<file path="config.mk">
export PLATFORM = sky130hd
export DESIGN_NAME = snn_spike_counter
export DESIGN_NICKNAME = d
export VERILOG_FILES = /design/src/rtl/snn_spike_counter_pkg.sv /design/src/rtl/snn_spike_counter_popcount.sv /design/src/rtl/snn_spike_counter.sv
export SDC_FILE = /design/constraint.sdc
export NUM_CORES = 1
export LEC_CHECK = 0
export ABC_AREA = 1
export CORE_MARGIN = 1
export CORE_UTILIZATION = 30
export DETAILED_ROUTE_END_ITERATION = 10
export SLEW_MARGIN = 40
export SYNTH_ARGS = -nofsm -noshare
export SYNTH_HDL_FRONTEND = slang
export SYNTH_SLANG_ARGS = --single-unit
</file>
<file path="constraint.sdc">
create_clock -name clk -period 28.9 [get_ports clk]
set_clock_uncertainty 0.05 [all_clocks]
set_input_delay 5.78 -clock clk [delete_from_list [all_inputs] [get_ports clk]]
set_output_delay 5.78 -clock clk [all_outputs]
set_load 0.01 [all_outputs]
</file>
<file path="src/rtl/snn_spike_counter_pkg.sv">
// Shared FSM state encoding and default sizing for the SNN spike counter.
// Imported by the counter top level.
package snn_spike_counter_pkg;

  localparam int SPIKE_W_DEF     = 250;
  localparam int NUM_CLASSES_DEF = 10;
  localparam int CNT_W_DEF       = 16;
  localparam int CLS_W_DEF       = 4;

  typedef enum logic [1:0] {
    IDLE   = 2'd0,
    ACCUM  = 2'd1,
    ARGMAX = 2'd2,
    DONE   = 2'd3
  } state_e;

endpackage

</file>
<file path="src/rtl/snn_spike_counter_popcount.sv">
// Combinational population count of one class's spike group.
// A single instance serves every class through the index mux in the top.
module snn_spike_counter_popcount #(
  parameter int W   = 25,
  parameter int PCW = $clog2(W + 1)
) (
  input  logic [W-1:0]   bits_i,
  output logic [PCW-1:0] count_o
);

  always_comb begin
    count_o = '0;
    for (int i = 0; i < W; i++) begin
      count_o = count_o + PCW'(bits_i[i]);
    end
  end

endmodule

</file>
<file path="src/rtl/snn_spike_counter.sv">
// Per-class spike accumulator with serial argmax for the SNN output layer.
// Sums spike popcounts per class over an image, then reports the winning class.
module snn_spike_counter
  import snn_spike_counter_pkg::*;
#(
  parameter int SPIKE_W     = SPIKE_W_DEF,
  parameter int NUM_CLASSES = NUM_CLASSES_DEF,
  parameter int CNT_W       = CNT_W_DEF,
  parameter int CLS_W       = CLS_W_DEF
) (
  input  logic               clk,
  input  logic               reset,
  input  logic               tick_ready,
  input  logic               complete,
  input  logic [SPIKE_W-1:0] spike_out,
  input  logic               clear,
  input  logic [CLS_W-1:0]   cnt_rd_idx,
  output logic [CNT_W-1:0]   cnt_rd_data,
  output logic               busy,
  output logic               result_valid,
  output logic [CLS_W-1:0]   result_class,
  output logic [CNT_W-1:0]   result_max,
  output logic               overflow,
  output logic               tick_overrun
);

  localparam int GRP  = SPIKE_W / NUM_CLASSES;
  localparam int PC_W = $clog2(GRP + 1);
  localparam logic [CLS_W-1:0] LAST_IDX = CLS_W'(NUM_CLASSES - 1);
  localparam logic [CLS_W-1:0] FIN_IDX  = CLS_W'(NUM_CLASSES);

  function automatic logic [CNT_W:0] add_wide(input logic [CNT_W-1:0] a,
                                              input logic [PC_W-1:0]  b);
    return {1'b0, a} + {{(CNT_W + 1 - PC_W){1'b0}}, b};
  endfunction

  function automatic logic [CNT_W-1:0] sat(input logic [CNT_W:0] s);
    return s[CNT_W] ? {CNT_W{1'b1}} : s[CNT_W-1:0];
  endfunction

  state_e             state_q, state_d;
  logic [CLS_W-1:0]   idx_q, idx_d;
  logic [SPIKE_W-1:0] spk_q;
  logic [CNT_W-1:0]   cnt_q [NUM_CLASSES];
  logic               tick_prev_q, cmp_prev_q;
  logic               cmp_pend_q, cmp_pend_d;
  logic [CNT_W-1:0]   best_q, best_d;
  logic [CLS_W-1:0]   best_idx_q, best_idx_d;
  logic               res_valid_q, res_valid_d;
  logic [CLS_W-1:0]   res_class_q, res_class_d;
  logic [CNT_W-1:0]   res_max_q, res_max_d;
  logic               overflow_q, overflow_d;
  logic               overrun_q, overrun_d;
  logic               spk_load, cnt_we;
  logic               tick_rise, cmp_rise;
  logic [CLS_W-1:0]   sel;
  logic [GRP-1:0]     grp_bits;
  logic [PC_W-1:0]    pop;
  logic [CNT_W-1:0]   cur_cnt;
  logic [CNT_W:0]     acc_sum;

  assign tick_rise = tick_ready & ~tick_prev_q;
  assign cmp_rise  = complete & ~cmp_prev_q;

  // idx runs one past the last class during the argmax finalize cycle
  assign sel      = (idx_q < FIN_IDX) ? idx_q : '0;
  assign grp_bits = spk_q[int'(sel)*GRP +: GRP];
  assign cur_cnt  = cnt_q[sel];
  assign acc_sum  = add_wide(cur_cnt, pop);

  snn_spike_counter_popcount #(.W(GRP), .PCW(PC_W)) u_popcount (
    .bits_i  (grp_bits),
    .count_o (pop)
  );

  always_comb begin
    state_d     = state_q;
    idx_d       = idx_q;
    cmp_pend_d  = cmp_pend_q;
    best_d      = best_q;
    best_idx_d  = best_idx_q;
    res_valid_d = res_valid_q;
    res_class_d = res_class_q;
    res_max_d   = res_max_q;
    overflow_d  = overflow_q;
    overrun_d   = overrun_q;
    spk_load    = 1'b0;
    cnt_we      = 1'b0;
    if (clear) begin
      state_d     = IDLE;
      idx_d       = '0;
      cmp_pend_d  = 1'b0;
      best_d      = '0;
      best_idx_d  = '0;
      res_valid_d = 1'b0;
      res_class_d = '0;
      res_max_d   = '0;
      overflow_d  = 1'b0;
      overrun_d   = 1'b0;
    end else begin
      case (state_q)
        IDLE: begin
          if (tick_rise) begin
            spk_load   = 1'b1;
            idx_d      = '0;
            state_d    = ACCUM;
            cmp_pend_d = cmp_pend_q | cmp_rise;
          end else if (cmp_rise) begin
            idx_d      = '0;
            best_d     = '0;
            best_idx_d = '0;
            state_d    = ARGMAX;
          end
        end
        ACCUM: begin
          cnt_we = 1'b1;
          if (acc_sum[CNT_W]) overflow_d = 1'b1;
          if (tick_rise)      overrun_d  = 1'b1;
          if (cmp_rise)       cmp_pend_d = 1'b1;
          if (idx_q == LAST_IDX) begin
            idx_d = '0;
            if (cmp_pend_q | cmp_rise) begin
              cmp_pend_d = 1'b0;
              best_d     = '0;
              best_idx_d = '0;
              state_d    = ARGMAX;
            end else begin
              state_d = IDLE;
            end
          end else begin
            idx_d = idx_q + 1'b1;
          end
        end
        ARGMAX: begin
          if (idx_q == FIN_IDX) begin
            res_valid_d = 1'b1;
            res_class_d = best_idx_q;
            res_max_d   = best_q;
            idx_d       = '0;
            state_d     = DONE;
          end else begin
            // strict compare keeps the lowest index on ties
            if (cur_cnt > best_q) begin
              best_d     = cur_cnt;
              best_idx_d = idx_q;
            end
            idx_d = idx_q + 1'b1;
          end
        end
        DONE: begin
          state_d = DONE;
        end
        default: state_d = IDLE;
      endcase
    end
  end

  always_ff @(posedge clk) begin
    if (reset) begin
      state_q     <= IDLE;
      idx_q       <= '0;
      tick_prev_q <= 1'b1;
      cmp_prev_q  <= 1'b1;
      cmp_pend_q  <= 1'b0;
      best_q      <= '0;
      best_idx_q  <= '0;
      res_valid_q <= 1'b0;
      res_class_q <= '0;
      res_max_q   <= '0;
      overflow_q  <= 1'b0;
      overrun_q   <= 1'b0;
    end else begin
      state_q     <= state_d;
      idx_q       <= idx_d;
      tick_prev_q <= tick_ready;
      cmp_prev_q  <= complete;
      cmp_pend_q  <= cmp_pend_d;
      best_q      <= best_d;
      best_idx_q  <= best_idx_d;
      res_valid_q <= res_valid_d;
      res_class_q <= res_class_d;
      res_max_q   <= res_max_d;
      overflow_q  <= overflow_d;
      overrun_q   <= overrun_d;
    end
  end

  always_ff @(posedge clk) begin
    if (reset || clear) begin
      for (int c = 0; c < NUM_CLASSES; c++) cnt_q[c] <= '0;
    end else if (cnt_we) begin
      cnt_q[idx_q] <= sat(acc_sum);
    end
  end

  always_ff @(posedge clk) begin
    if (spk_load) spk_q <= spike_out;
  end

  assign cnt_rd_data  = (cnt_rd_idx < FIN_IDX) ? cnt_q[cnt_rd_idx] : '0;
  assign busy         = (state_q == ACCUM) || (state_q == ARGMAX);
  assign result_valid = res_valid_q;
  assign result_class = res_class_q;
  assign result_max   = res_max_q;
  assign overflow     = overflow_q;
  assign tick_overrun = overrun_q;

endmodule

</file>
**After elaboration in Yosys (flattened, before gate mapping)**

Memories as Yosys holds them, arrays and structs flattened.
Cells that the tools add are included.

- Multiplexer cells: 45
- Add/subtract/negate cells: 26
- Multiply operators: 1
- Magnitude comparators: 3
- Bitwise gates (word level): 5
- Reductions and logical operators: 14
- Eq/ne operators: 14
- Shifts and indexed selects: 1

Operators with widths:

| cell | count |
|---|---|
| $shiftx A250 B10 Y25 | 1 |
| $mux W16 | 9 |
| $add A5 B1 Y5 | 23 |
| $pmux W16 S3 | 1 |
| $mux W4 | 11 |
| $pmux W4 S3 | 2 |
| $add A16 B5 Y17 | 1 |
| $gt A16 B16 Y1 | 1 |
| $ne A2 B2 Y1 const B | 8 |
| $reduce_or A16 Y1 | 1 |
| $mux W1 | 15 |
| $mux W2 | 5 |
| $reduce_and A2 Y1 | 5 |
| $mul A4 B5 Y9 const B | 1 |
| $eq A4 B4 Y1 const B | 2 |
| $lt A4 B4 Y1 const B | 2 |
| $pmux W2 S4 | 1 |
| $reduce_and A7 Y1 | 1 |
| $add A4 B1 Y4 const B | 1 |
| $eq A2 B2 Y1 const B | 2 |
| $ne A3 B3 Y1 const B | 1 |
| $reduce_and A3 Y1 | 1 |
| $reduce_bool A3 Y1 | 1 |
| $add A1 B1 Y2 | 1 |
| other kinds (9) | 12 |

- Input bits: 259
- Memories: 1
- Bits in writable memories: 160
- Output and inout port bits: 40
- Word-level logic and storage cells: 123
- Bits in registers: 302

Memories:

| name | words | bits a word | read ports | clocked after memory_dff | wr ports | line | source |
|---|---|---|---|---|---|---|---|
| cnt_q | 10 | 16 | 2 | 0 | 10 | snn_spike_counter.sv:44 | `logic [CNT_W-1:0] cnt_q [NUM_CLASSES];` |

**Logic depth before layout (Yosys ltp)**

- Depth after elaboration: 31
- Depth in mapped cells: 39
- Gate-level depth less buffers: 34

**Modules after synthesis**

A second synthesis with hierarchy kept.

- Cells, all modules: 2356
- Area, all modules: 22998.3 µm²

By module, submodules not included:

| module | cells each | times used | seq. area each (µm²) | area each (µm²) |
|---|---|---|---|---|
| snn_spike_counter | 2275 | 1 | 13773.2 | 22345.2 |
| snn_spike_counter_popcount | 81 | 1 | 0.0 | 653.1 |

**Least setup slack after synthesis**

OpenSTA, ideal clock, no wires.

- Path type: input to register
- Start point: input tick_ready
- End point: register spk_q[0], enable pin
- Setup time: 865 ps
- Cell stages on the path: 4
- Data required time: 27985 ps
- Path buffers: 0
- Path slack: 11585 ps
- Arrival: 16400 ps
- Cell sequence: inv_1 nor2_1 nand2_1 nor2_1

- Word-level cells in the longest chain between the ends: 4

Ends and longest elaborated chain:

| what | line | source |
|---|---|---|
| from (decl) | snn_spike_counter.sv:13 | `input logic tick_ready,` |
| $and A1 B1 Y1 | snn_spike_counter.sv:62 | `assign tick_rise = tick_ready & ~tick_prev_q;` |
| $mux W1 | snn_spike_counter.sv:103 | `if (tick_rise) begin` |
| $mux W1 | snn_spike_counter.sv:101 | `case (state_q)` |
| $mux W1 | snn_spike_counter.sv:89 | `if (clear) begin` |
| named net spk_load | snn_spike_counter.sv:54 | `logic spk_load, cnt_we;` |
| to (signal assigned) | snn_spike_counter.sv:197 | `if (spk_load) spk_q <= spike_out;` |
| to (decl) | snn_spike_counter.sv:43 | `logic [SPIKE_W-1:0] spk_q;` |

The timed path passes the listed nets, and every way through them passes these cells.
A chain may end at the register's enable or synchronous reset.

**Worst setup path in the final report**

- Start point: input cnt_rd_idx[1]
- End point: output cnt_rd_data[2]

- Word-level cells in the longest chain between the ends: 2
- Elaborated cells on any way between the ends: 3
- Classes of those cells: order compare (1); mux (1); memory (1)

Ends and longest elaborated chain:

| what | line | source |
|---|---|---|
| from (decl) | snn_spike_counter.sv:17 | `input logic [CLS_W-1:0] cnt_rd_idx,` |
| $mem_v2 Z10 W16 / $lt A4 B4 Y1 (equally long branches) | n/a |  |
| $mux W16 (*) | snn_spike_counter.sv:200 | `assign cnt_rd_data = (cnt_rd_idx < FIN_IDX) ? cnt_q[cnt_rd_idx] : '0;` |
| to (decl) | snn_spike_counter.sv:18 | `output logic [CNT_W-1:0] cnt_rd_data,` |

Every way passes the cells marked *; elsewhere a longest branch is shown, timed or not.

==> flow_metrics.tcl <==
set metrics [dict create \
    grt_max_degree 115 \
    dp_hpwl_um 51300 \
    drc 0 \
    layout_common_cells "edfxtp_1, nand2_1, clkdlybuf4s50_1" \
    holdBufCountCts 0 \
    rsz0062_at_grt "false" \
    yosys.area.top_type "edfxtp_1" \
    synth_top_flop_cell "edfxtp_1" \
    hold_path_startpoint "tick_overrun$_SDFFE_PP0P_" \
    syn_to_final_growth_pct 24.4 \
    synth_edf_count 428 \
    max_slew_margin 0.404 \
    cts.clk_slew.worst_paths_ns 0.06 \
    cts_tree "yes" \
    crit_path_max_incr_delay_ns 0.60 \
    finalCritPeriodShare 0.512 \
    clkSinkCount 480 \
    path_class "input pin to output pin" \
    fp.dieW_um 279 \
    cts-buffers-inserted 53 \
    dp.cells 3471 \
    total_power_mw 1.95 \
    setup_tns_ns 0 \
    end_kind "output pin" \
    yosysTopAreaCellShare 0.560 \
    clock_path_buffers 3 \
    avgSynthCellArea_sq_um 9.96 \
    wl_um 76500 \
    grt_first_pass_wirelength_um 112000 \
    post-route-util 0.377 \
    placed_area_sq_mm 0.0268 \
    route.antenna.remaining_nets 0 \
    final_cells 3571 \
    max_freq_ghz 0.0676 \
    chipHeight_um 279 \
    yosysUniqueCellTypes 54 \
    cts_max_level 2 \
    ys_seq_area_frac 0.605 \
    reg2regPathDepth 27 \
    fin_area_sq_mm 0.0286 \
    rrSetupSlack_ns 19.24 \
    cp_common_cell "buf_4" \
    netlist_area_sq_mm 0.0230 \
    whs_ns 0.416 \
    dieArea_sq_mm 0.0776 \
    crit_path_cell_trace "clkdlybuf4s50_1 > buf_4 > inv_1 > buf_4 > nor2_1 > buf_4 > o21ai_0 > o21ai_0 > nand2_1 > nand2_1 > clkdlybuf4s50_1" \
    num-nets-final 2859 \
    portBuffers 298 \
    async_flop_share 0 \
    whs_endpoint "tick_overrun$_SDFFE_PP0P_" \
    synth_area_leaders "edfxtp_1, nand2_1, nor2_1, o21ai_0, dfxtp_1" \
    r2r-start "idx_q[1]$_SDFFE_PP0P_" \
    synth-seq-cells 480 \
    initial_core_util 0.303 \
    min_path_type "flip-flop to flip-flop" \
    pre_cts_ws_ns 14.20 \
    grt_overflow 0 \
    powerDensity_mw_per_mm2 68.2 \
    cts_resized 0 \
    drive_gt1_frac 0.0752 \
    fin_crit_ns 14.79 \
    r2r-end "cnt_q[9][14]$_DFFE_PP_" \
    diodes 0 \
    track_usage 0.193 \
    p_leak_nw 10.7 \
    synth_nets 2617 \
    worstPathRequired_ns 23.07 \
    hold_viol 0 \
    slew_viol_final 0 \
    startpoint_type "input pin" \
    wl_per_cell_um 21.4 \
    peakVddDrop_uv 59.9 \
    mostFrequentLayoutCell "edfxtp_1" \
    nFillCells 7553 \
    maxCapViolations 0 \
    grt_pass1_vias 17300 \
    syn_inst 2306 \
    finalSetupViolCount 0 \
    cpMaxStageDelayCell "nor2_1" \
    layout_setup_ws_ns 14.11 \
    gp_congestion 0.855 \
    drtIter0Drc 1789 \
    route.vias.total 18000 \
    yosys_warnings 0 \
    fp.coreArea_sq_mm 0.0758 \
    detail_route.vias_per_cell 5.05 \
    dr.pass1.iters 6 \
    critPathArrivalTime_ns 8.96 \
    post_cts_buffers 0 \
    whs_path_depth 1 \
    antenna_found_initial 5 \
    num_io_pins 299 \
    tightest_slew_ns 0.893 \
    num_rows 101 \
    worstPathMaxFanout 26 \
    status "completed" \
    root_buffer "clkbuf_16" \
    clock_latency_ns 0.65 \
]
## power breakdown
| part | internal [mW] | switching (mW) |
|---|---|---|
| Sequential | 0.775 | 0.00909 |
| Combinational | 0.164 | 0.327 |
| Clock | 0.371 | 0.300 |
| Total | 1.31 | 0.636 |
## sequential cells by signal, indices dropped and copies added, names as in the netlist
name,count
idx_q,4
tick_prev_q,1
result_valid,1
result_max,16
cmp_pend_q,1
tick_overrun,1
best_q,16
cnt_q,178
cmp_prev_q,1
best_idx_q,4
overflow,1
result_class,4
state_q,2
spk_q,250
## per-layer routing
| layer | vias up | wire length [um] | track usage |
|---|---|---|---|
| li1 | 8468 | - | - |
| met1 | 8607 | 30000 | 0.239 |
| met2 | 810 | 37800 | 0.333 |
| met3 | 151 | 6170 | 0.0413 |
| met4 | 10 | 2450 | 0.0655 |
| met5 | - | 63 | 0 |
## worst max path at each step
stage,from,to,slack (ns)
finish,cnt_rd_idx[1],cnt_rd_data[2],14.11
global route,cnt_rd_idx[1],cnt_rd_data[8],14.02
CTS,cnt_rd_idx[1],cnt_rd_data[2],14.20
detailed placement,cnt_rd_idx[1],cnt_rd_data[2],14.20
global placement,cnt_rd_idx[1],cnt_rd_data[2],14.22
floorplan,tick_ready,spk_q[0]$_DFFE_PP_,11.59
## cell families after synthesis
family                     after synthesis  share of synthesized area
xor gates and xnor gates                10                    0.00381
DFF                                    480                      0.605
buffers and inverters                  333                     0.0596
muxes                                    4                    0.00174
AOI/OAI and AO/OA                      492                      0.123
adders and majority gates               52                     0.0345
and+or+nand+nor                        935                      0.172
## worst max-delay path: cells and delay by family
family	cells	cell delay, ns
AOI/OAI and AO/OA	2	0.32
buffers and inverters	6	2.02
and+or+nand+nor	3	0.81
## cell type report
type	instances	area [sq um]	area share
Clock inverter	31	235	0.00824
Multi-Input combinational cell	1493	7760	0.272
Clock buffer	69	1470	0.0514
Timing Repair Buffer	325	3230	0.113
Inverter	195	738	0.0259
Tap cell	978	1220	0.0429
Sequential cell	480	13900	0.487
## cell usage after synthesis (2+ instances only)
cell type  instances
edfxtp_1         428
nand2_1          422
nor2_1           300
o21ai_0          217
inv_1            174
nand3_1          149
a21oi_1          138
clkbuf_1          78
dfxtp_1           52
ha_1              33
a221oi_1          28
buf_2             25
buf_1             23
nand2_2           20
fa_1              19
o211ai_1          17
inv_2             16
o21ai_1           16
o22ai_1           15
o31ai_1           11
buf_6             10
a311oi_1           9
o221ai_1           9
nor2_2             8
nor3_1             8
a31oi_1            7
xor2_1             7
nand4_1            6
a211oi_1           5
o311ai_0           5
or2_2              5
mux2i_1            4
nand3_2            4
o21a_1             4
clkinv_1           3
nor2_4             3
nor2_8             3
o21bai_1           3
o32ai_1            3
xnor2_1            3
buf_4              2
nand2_4            2
(Power assumes the default switching activity.)
